**config.mk**
```make
export PLATFORM = sky130hd
export DESIGN_NAME = rf_wb_scheduler_flat
export DESIGN_NICKNAME = d
export VERILOG_FILES = /design/src/rtl/rf_wb_scheduler_pkg.sv /design/src/rtl/rf_wb_scheduler_if.sv /design/src/rtl/rf_wb_rr_arb2.sv /design/src/rtl/rf_wb_scheduler.sv /design/src/flat_wrapper.sv
export SDC_FILE = /design/constraint.sdc
export NUM_CORES = 1
export LEC_CHECK = 0
export CAP_MARGIN = 15
export CORE_MARGIN = 8
export CORE_UTILIZATION = 47
export CTS_BUF_LIST = sky130_fd_sc_hd__clkbuf_8
export DETAILED_ROUTE_END_ITERATION = 10
export PLACE_DENSITY = 0.95
export SLEW_MARGIN = 0
export SYNTH_ARGS = -nofsm -noshare
export SYNTH_HDL_FRONTEND = slang
export SYNTH_SLANG_ARGS = --single-unit
export TNS_END_PERCENT = 10
```
**constraint.sdc**
```tcl
create_clock -name clk -period 4.5 [get_ports clk]
set_clock_uncertainty 0.15 [all_clocks]
set_input_delay 0.9 -clock clk [delete_from_list [all_inputs] [get_ports clk]]
set_output_delay 0.9 -clock clk [all_outputs]
set_load 0.01 [all_outputs]
```
**src/rtl/rf_wb_scheduler_pkg.sv**
```systemverilog
// -----------------------------------------------------------------------------
// rf_wb_scheduler_pkg
//   Shared constants and types for the register-file writeback scheduler.
//   - REG_ZERO      : index of the hard-wired zero register (x0)
//   - XLEN, REG_AW  : default data width and register index width
//   - WB_EXU/WB_LSU : requester index of each writeback port
//   - prio_e        : round-robin priority pointer encoding
// -----------------------------------------------------------------------------
package rf_wb_scheduler_pkg;

    localparam int REG_ZERO = 0;
    localparam int XLEN     = 32;
    localparam int REG_AW   = 5;

    localparam int WB_EXU   = 0;
    localparam int WB_LSU   = 1;

    // Which port wins the next contended cycle.
    typedef enum logic {
        PRIO_EXU = 1'b0,
        PRIO_LSU = 1'b1
    } prio_e;

endpackage : rf_wb_scheduler_pkg

```
**src/rtl/rf_wb_scheduler_if.sv**
```systemverilog
// -----------------------------------------------------------------------------
// rf_wb_scheduler_if
//   Bundles every non-clock signal of the writeback scheduler.
//   - issue_*   : decode issue handshake (destination register reservation)
//   - req0_*    : EXU writeback request
//   - req1_*    : LSU writeback request
//   - rf_*      : register-file write port
//   - chk_*     : decode source-register busy lookups
//   - busy_vec  : raw scoreboard contents
//   Modports:
//   - master : the surroundings (decode, EXU, LSU, register file)
//   - slave  : the scheduler itself
// -----------------------------------------------------------------------------
interface rf_wb_scheduler_if #(
    parameter int ADDR_WIDTH = 5,
    parameter int DATA_WIDTH = 32
);

    logic                     issue_valid;
    logic [ADDR_WIDTH-1:0]    issue_rd;
    logic                     issue_ready;

    logic                     req0_valid;
    logic [ADDR_WIDTH-1:0]    req0_waddr;
    logic [DATA_WIDTH-1:0]    req0_wdata;
    logic                     req0_ready;

    logic                     req1_valid;
    logic [ADDR_WIDTH-1:0]    req1_waddr;
    logic [DATA_WIDTH-1:0]    req1_wdata;
    logic                     req1_ready;

    logic                     rf_wen;
    logic [ADDR_WIDTH-1:0]    rf_waddr;
    logic [DATA_WIDTH-1:0]    rf_wdata;

    logic [ADDR_WIDTH-1:0]    chk_raddr1;
    logic [ADDR_WIDTH-1:0]    chk_raddr2;
    logic                     chk_busy1;
    logic                     chk_busy2;

    logic [2**ADDR_WIDTH-1:0] busy_vec;

    modport master (
        output issue_valid, issue_rd,
        input  issue_ready,
        output req0_valid, req0_waddr, req0_wdata,
        input  req0_ready,
        output req1_valid, req1_waddr, req1_wdata,
        input  req1_ready,
        input  rf_wen, rf_waddr, rf_wdata,
        output chk_raddr1, chk_raddr2,
        input  chk_busy1, chk_busy2,
        input  busy_vec
    );

    modport slave (
        input  issue_valid, issue_rd,
        output issue_ready,
        input  req0_valid, req0_waddr, req0_wdata,
        output req0_ready,
        input  req1_valid, req1_waddr, req1_wdata,
        output req1_ready,
        output rf_wen, rf_waddr, rf_wdata,
        input  chk_raddr1, chk_raddr2,
        output chk_busy1, chk_busy2,
        output busy_vec
    );

endinterface : rf_wb_scheduler_if

```
**src/rtl/rf_wb_rr_arb2.sv**
```systemverilog
// -----------------------------------------------------------------------------
// rf_wb_rr_arb2
//   Two-way round-robin arbiter with a combinational one-hot grant.
//   The priority pointer only moves on contention, and then it moves to the
//   port that lost, so a lone requester never disturbs the fairness order.
//   Ports:
//   - clk, rst_n : clock, asynchronous active-low reset (pointer -> EXU)
//   - valid[1:0] : request per port (index WB_EXU / WB_LSU)
//   - grant[1:0] : one-hot grant, all-zero when nothing is requested
// -----------------------------------------------------------------------------
module rf_wb_rr_arb2
    import rf_wb_scheduler_pkg::*;
(
    input  logic       clk,
    input  logic       rst_n,
    input  logic [1:0] valid,
    output logic [1:0] grant
);

    prio_e prio_q;
    prio_e prio_d;

    // NOTE: sequential state uses non-blocking assignments so every flop
    // samples the pre-edge value of every other flop.
    always_ff @(posedge clk or negedge rst_n) begin
        if (!rst_n) begin
            prio_q <= PRIO_EXU;
        end else begin
            prio_q <= prio_d;
        end
    end

    // NOTE: every output of this block gets a default first; a path that
    // leaves one unassigned would otherwise infer a latch.
    always_comb begin
        grant  = '0;
        prio_d = prio_q;
        unique case (valid)
            2'b01: grant[WB_EXU] = 1'b1;
            2'b10: grant[WB_LSU] = 1'b1;
            2'b11: begin
                if (prio_q == PRIO_EXU) begin
                    grant[WB_EXU] = 1'b1;
                    prio_d        = PRIO_LSU;
                end else begin
                    grant[WB_LSU] = 1'b1;
                    prio_d        = PRIO_EXU;
                end
            end
            default: ;
        endcase
    end

endmodule : rf_wb_rr_arb2

```
**src/rtl/rf_wb_scheduler.sv**
```systemverilog
// -----------------------------------------------------------------------------
// rf_wb_scheduler
//   Shares the single register-file write port between the EXU (port 0) and
//   the LSU (port 1), and keeps a scoreboard of destination registers with a
//   write still outstanding so decode can stall on RAW/WAW hazards.
//   Ports:
//   - clk, rst_n : clock, asynchronous active-low reset
//   - bus        : rf_wb_scheduler_if.slave (issue, req0, req1, rf write port,
//                  busy lookups, busy_vec)
//   Timing:
//   - grant/ready is combinational; the granted write reaches rf_* one cycle
//     after its handshake.
//   - A busy bit clears on the edge that ends the rf_wen cycle, so a RAW
//     consumer released by the clear finds its data already in the RF.
// -----------------------------------------------------------------------------
module rf_wb_scheduler
    import rf_wb_scheduler_pkg::*;
#(
    parameter int ADDR_WIDTH = REG_AW,
    parameter int DATA_WIDTH = XLEN
) (
    input  logic               clk,
    input  logic               rst_n,
    rf_wb_scheduler_if.slave   bus
);

    localparam int NREGS = 2**ADDR_WIDTH;
    localparam logic [ADDR_WIDTH-1:0] X0 = ADDR_WIDTH'(REG_ZERO);

    // ---------------------------------------------------------------- arbiter
    logic [1:0] valid;
    logic [1:0] grant;

    assign valid = {bus.req1_valid, bus.req0_valid};

    rf_wb_rr_arb2 u_arb (
        .clk   (clk),
        .rst_n (rst_n),
        .valid (valid),
        .grant (grant)
    );

    assign bus.req0_ready = grant[WB_EXU];
    assign bus.req1_ready = grant[WB_LSU];

    logic                  hs;
    logic [ADDR_WIDTH-1:0] sel_waddr;
    logic [DATA_WIDTH-1:0] sel_wdata;

    // grant is already qualified by valid, so any grant bit is a handshake.
    assign hs = |grant;

    always_comb begin
        sel_waddr = bus.req0_waddr;
        sel_wdata = bus.req0_wdata;
        if (grant[WB_LSU]) begin
            sel_waddr = bus.req1_waddr;
            sel_wdata = bus.req1_wdata;
        end
    end

    // ------------------------------------------------------------ write stage
    logic                  wen_q;
    logic [ADDR_WIDTH-1:0] waddr_q;
    logic [DATA_WIDTH-1:0] wdata_q;

    always_ff @(posedge clk or negedge rst_n) begin
        if (!rst_n) begin
            wen_q   <= 1'b0;
            waddr_q <= '0;
            wdata_q <= '0;
        end else begin
            // Writes to x0 are accepted and dropped here.
            wen_q <= hs && (sel_waddr != X0);
            if (hs) begin
                waddr_q <= sel_waddr;
                wdata_q <= sel_wdata;
            end
        end
    end

    assign bus.rf_wen   = wen_q;
    assign bus.rf_waddr = waddr_q;
    assign bus.rf_wdata = wdata_q;

    // ------------------------------------------------------------- scoreboard
    logic [NREGS-1:0] busy_q;
    logic [NREGS-1:0] busy_d;
    logic             set_en;
    logic             clr_en;

    assign bus.issue_ready = !busy_q[bus.issue_rd];

    assign set_en = bus.issue_valid && bus.issue_ready && (bus.issue_rd != X0);
    assign clr_en = wen_q && (waddr_q != X0);

    // NOTE: blocking assignments inside always_comb act in order, so placing
    // the set after the clear makes set win on a same-index collision.
    always_comb begin
        busy_d = busy_q;
        if (clr_en) busy_d[waddr_q]     = 1'b0;
        if (set_en) busy_d[bus.issue_rd] = 1'b1;
    end

    // NOTE: the scoreboard is a flop vector, not a RAM, so it is reset as a
    // whole; this is what lets reset abandon every pending reservation.
    always_ff @(posedge clk or negedge rst_n) begin
        if (!rst_n) begin
            busy_q <= '0;
        end else begin
            busy_q <= busy_d;
        end
    end

    assign bus.chk_busy1 = (bus.chk_raddr1 != X0) && busy_q[bus.chk_raddr1];
    assign bus.chk_busy2 = (bus.chk_raddr2 != X0) && busy_q[bus.chk_raddr2];
    assign bus.busy_vec  = busy_q;

endmodule : rf_wb_scheduler

```
**src/flat_wrapper.sv**
```systemverilog
// flat-port wrapper written by rule: the top's interface ports become plain ports
module rf_wb_scheduler_flat import rf_wb_scheduler_pkg::*;
#(
    parameter int ADDR_WIDTH = REG_AW,
    parameter int DATA_WIDTH = XLEN
)
  (clk, rst_n, bus_issue_valid, bus_issue_rd, bus_issue_ready, bus_req0_valid, bus_req0_waddr, bus_req0_wdata, bus_req0_ready, bus_req1_valid, bus_req1_waddr, bus_req1_wdata, bus_req1_ready, bus_rf_wen, bus_rf_waddr, bus_rf_wdata, bus_chk_raddr1, bus_chk_raddr2, bus_chk_busy1, bus_chk_busy2, bus_busy_vec);
  rf_wb_scheduler_if #(.ADDR_WIDTH(ADDR_WIDTH), .DATA_WIDTH(DATA_WIDTH)) bus_i ();
  input  logic clk;
  input  logic rst_n;
  input wire logic [$bits(bus_i.issue_valid)-1:0] bus_issue_valid;
  input wire logic [$bits(bus_i.issue_rd)-1:0] bus_issue_rd;
  output wire logic [$bits(bus_i.issue_ready)-1:0] bus_issue_ready;
  input wire logic [$bits(bus_i.req0_valid)-1:0] bus_req0_valid;
  input wire logic [$bits(bus_i.req0_waddr)-1:0] bus_req0_waddr;
  input wire logic [$bits(bus_i.req0_wdata)-1:0] bus_req0_wdata;
  output wire logic [$bits(bus_i.req0_ready)-1:0] bus_req0_ready;
  input wire logic [$bits(bus_i.req1_valid)-1:0] bus_req1_valid;
  input wire logic [$bits(bus_i.req1_waddr)-1:0] bus_req1_waddr;
  input wire logic [$bits(bus_i.req1_wdata)-1:0] bus_req1_wdata;
  output wire logic [$bits(bus_i.req1_ready)-1:0] bus_req1_ready;
  output wire logic [$bits(bus_i.rf_wen)-1:0] bus_rf_wen;
  output wire logic [$bits(bus_i.rf_waddr)-1:0] bus_rf_waddr;
  output wire logic [$bits(bus_i.rf_wdata)-1:0] bus_rf_wdata;
  input wire logic [$bits(bus_i.chk_raddr1)-1:0] bus_chk_raddr1;
  input wire logic [$bits(bus_i.chk_raddr2)-1:0] bus_chk_raddr2;
  output wire logic [$bits(bus_i.chk_busy1)-1:0] bus_chk_busy1;
  output wire logic [$bits(bus_i.chk_busy2)-1:0] bus_chk_busy2;
  output wire logic [$bits(bus_i.busy_vec)-1:0] bus_busy_vec;
  assign bus_i.issue_valid = bus_issue_valid;
  assign bus_i.issue_rd = bus_issue_rd;
  assign bus_issue_ready = bus_i.issue_ready;
  assign bus_i.req0_valid = bus_req0_valid;
  assign bus_i.req0_waddr = bus_req0_waddr;
  assign bus_i.req0_wdata = bus_req0_wdata;
  assign bus_req0_ready = bus_i.req0_ready;
  assign bus_i.req1_valid = bus_req1_valid;
  assign bus_i.req1_waddr = bus_req1_waddr;
  assign bus_i.req1_wdata = bus_req1_wdata;
  assign bus_req1_ready = bus_i.req1_ready;
  assign bus_rf_wen = bus_i.rf_wen;
  assign bus_rf_waddr = bus_i.rf_waddr;
  assign bus_rf_wdata = bus_i.rf_wdata;
  assign bus_i.chk_raddr1 = bus_chk_raddr1;
  assign bus_i.chk_raddr2 = bus_chk_raddr2;
  assign bus_chk_busy1 = bus_i.chk_busy1;
  assign bus_chk_busy2 = bus_i.chk_busy2;
  assign bus_busy_vec = bus_i.busy_vec;
  rf_wb_scheduler #(.ADDR_WIDTH(ADDR_WIDTH), .DATA_WIDTH(DATA_WIDTH)) u_core (.clk(clk), .rst_n(rst_n), .bus(bus_i));
endmodule
```
==> results_dict.tcl <==
set metrics [dict create \
    dieWidth_um 107 \
    clockBufferDepth 2 \
    synth.top_cell.area_share 0.458 \
    setup_viol 0 \
    max_freq_ghz 0.228 \
    period_needed_ps 4380 \
    io_pins 169 \
    synth_area_leaders "dfrtp_1 46%, mux4_2 9.3%, o21ai_0 7.9%, nor2_1 6.3%, o22ai_1 5.0%" \
    drive_above_1_share 0.110 \
    fin_hold_ws_ps 246 \
    leakage_nw 2.31 \
    h-tree-depth 3 \
    cts_made_buffers 9 \
    yosysWarnings 0 \
    grt-ovfl-total 0 \
    slowest_stage "clkdlybuf4s50_1" \
    relSlewSlack 0.621 \
    synth_top_area_cell "dfrtp_1" \
    die-area_um2 11400 \
    cp.arrival_ps 3330 \
    outcome "completed" \
    reg2reg_depth 3 \
    min_path_type "input port to asynchronous set/reset pin" \
    slew_violations 0 \
    setup.worst_path.class "input port to primary output" \
    place_ws_ps 105 \
    final-hold-violation-count 0 \
    fin_nets 645 \
    vias_per_cell 6.06 \
    clk_transition_reported_paths_ps 70 \
    fp.dieH_um 107 \
    cp_max_fo 12 \
    seq_area_frac_synth 0.458 \
    holdBufCountCts 0 \
    final_area_um2 5930 \
    period_share 0.973 \
    worstPathCellList "clkdlybuf4s50_1, buf_12, mux4_2, a221oi_1, a21oi_1, nor3_2, clkdlybuf4s50_1" \
    met2_usage 0.386 \
    synth.distinct_cells 37 \
    setup_tns_ps 0 \
    syn_area_um2 3880 \
    start_util 0.479 \
    crit_top_cell "clkdlybuf4s50_1" \
    area_growth_syn_to_layout_pct 52.8 \
    synth_seq_cells 71 \
    rows 33 \
    antenna_found_initial 0 \
    grt_pass1_wl_mm 22.0 \
    syn_inst 390 \
    top_usage_layer "met2" \
    use_met3 0.115 \
    ant_nets 0 \
    place_area_um2 5650 \
    layout_commonest_cell "clkdlybuf4s50_1" \
    core-area_um2 8090 \
    final_cells 660 \
    postLayoutCoreUtil 0.733 \
    avgSynthCellArea_um2 9.95 \
    drtPass1Iterations 5 \
    p_per_area_nw_per_um2 529 \
    drc_errors 0 \
    numPortBuffers 168 \
    worst-r2r-setup-slack_ps 2580 \
    end_kind "primary output" \
    cts.sinks 71 \
    worst_slew_pin_slew_ps 569 \
    clk_latency_ps 340 \
    avgRoutedWirePerCell_um 21.2 \
    grt_max_degree 49 \
    syn_nets 484 \
    drv_cap 0 \
    critPathMaxStageDelay_ps 570 \
    rsz0062_at_grt "false" \
    cp.required_ps 3450 \
    use_met1 0.269 \
    hpwl_mm 10.6 \
    cts_tree "done" \
    routed_wl_mm 14.0 \
    cp-start-kind "input port" \
    grt_pass1_vias 4317 \
    ir_worst_vdd_uv 309 \
    clock-root-buffer "clkbuf_8" \
    first_iter_violations 231 \
    layout_common_cells "167 x clkdlybuf4s50_1, 71 x dfrtp_1, 65 x nor2_1, 61 x o21ai_0, 31 x o22ai_1" \
    num_vias 4001 \
    dp.cells 644 \
    n_antenna_cell 0 \
    setup_ws_ps 121 \
    power.total_mw 3.14 \
    place_congestion 0.936 \
    grt_use_total 0.243 \
]
[worst max-delay path, delay by kind of cell]
kind                   cells  cell delay, ps
AND/OR/NAND/NOR            1             240
AO/OA/AOI/OAI              2             430
multiplexers               1             510
buffers and inverters      3            1230
[flip-flops by register name (all words and copies together) (netlist names)]
signal               flops
u_core.bus.rf_wen        1
u_core.bus.busy_vec     32
u_core.bus.rf_wdata     32
u_core.u_arb.prio_q      1
u_core.bus.rf_waddr      5
[path summary, 6_finish.rpt]
path,start,endpoint
max in group asynchronous,rst_n,u_core.bus.rf_wdata[2]
hold / removal,rst_n,u_core.bus.busy_vec[25]
setup / recovery,bus_issue_rd[0],bus_issue_ready
setup reg to reg,u_core.bus.busy_vec[19],u_core.bus.busy_vec[18]
hold reg to reg,u_core.bus.busy_vec[0],u_core.bus.busy_vec[0]
min in group clk,u_core.bus.busy_vec[0],u_core.bus.busy_vec[0]
[area by class of cell]
| cell class | count | area (µm²) |
|---|---|---|
| fillers | 548 | 2160 |
| clock inverters | 6 | 134 |
| clock buffers | 9 | 124 |
| flip-flops and latches | 71 | 1780 |
| repair buffers | 178 | 1780 |
| well taps | 105 | 131 |
| inverters | 4 | 15.0 |
| multi-input cells | 287 | 1970 |
[power by group]
group | total [mW] | internal [mW] | switching (mW)
clock network | 0.664 | 0.421 | 0.242
logic | 1.32 | 0.778 | 0.545
registers | 1.15 | 0.854 | 0.297
[cell usage after synthesis, drive strengths merged]
cell type / number
nor3: 3
a2bb2oi: 2
nand3: 3
or3b: 6
mux2i: 6
mux4: 20
nand2b: 9
a211o: 2
nand3b: 9
mux2: 7
a22oi: 5
a31oi: 9
o21ai: 69
buf: 11
nor2: 65
or2: 2
or4: 2
o22ai: 31
clkbuf: 17
nor2b: 4
nand2: 14
or3: 2
a221oi: 3
dfrtp: 71
xnor2: 1
inv: 4
or4b: 1
and2b: 2
a21oi: 10
[logic make-up (layout without fill, tap and decap cells)]
family	after synthesis	count (layout)	synth area share
AO/OA/AOI/OAI	131	131	0.193
XOR/XNOR	1	1	0.00226
buffers and inverters	32	197	0.0355
flip-flops	71	71	0.458
multiplexers	33	33	0.156
AND/OR/NAND/NOR	122	122	0.156
[metal layers]
| layer | share of wire | vias to the layer above | wire length, µm |
|---|---|---|---|
| met2 | 0.47 | 294 | 6520 |
| met3 | 0.14 | 41 | 2010 |
| met4 | 0.038 | 0 | 527 |
| li1 | - | 1765 | - |
| met5 | 0 | - | 0 |
| met1 | 0.35 | 1901 | 4930 |
[what timing repair did]
| item | 4_1_cts | 5_1_grt |
|---|---|---|
| gates resized for setup | 0 | 1 |
| setup endpoints to repair | 0 | 1 |
| buffers inserted | 0 | 0 |
No activity file was read; power rests on OpenSTA's default activity.
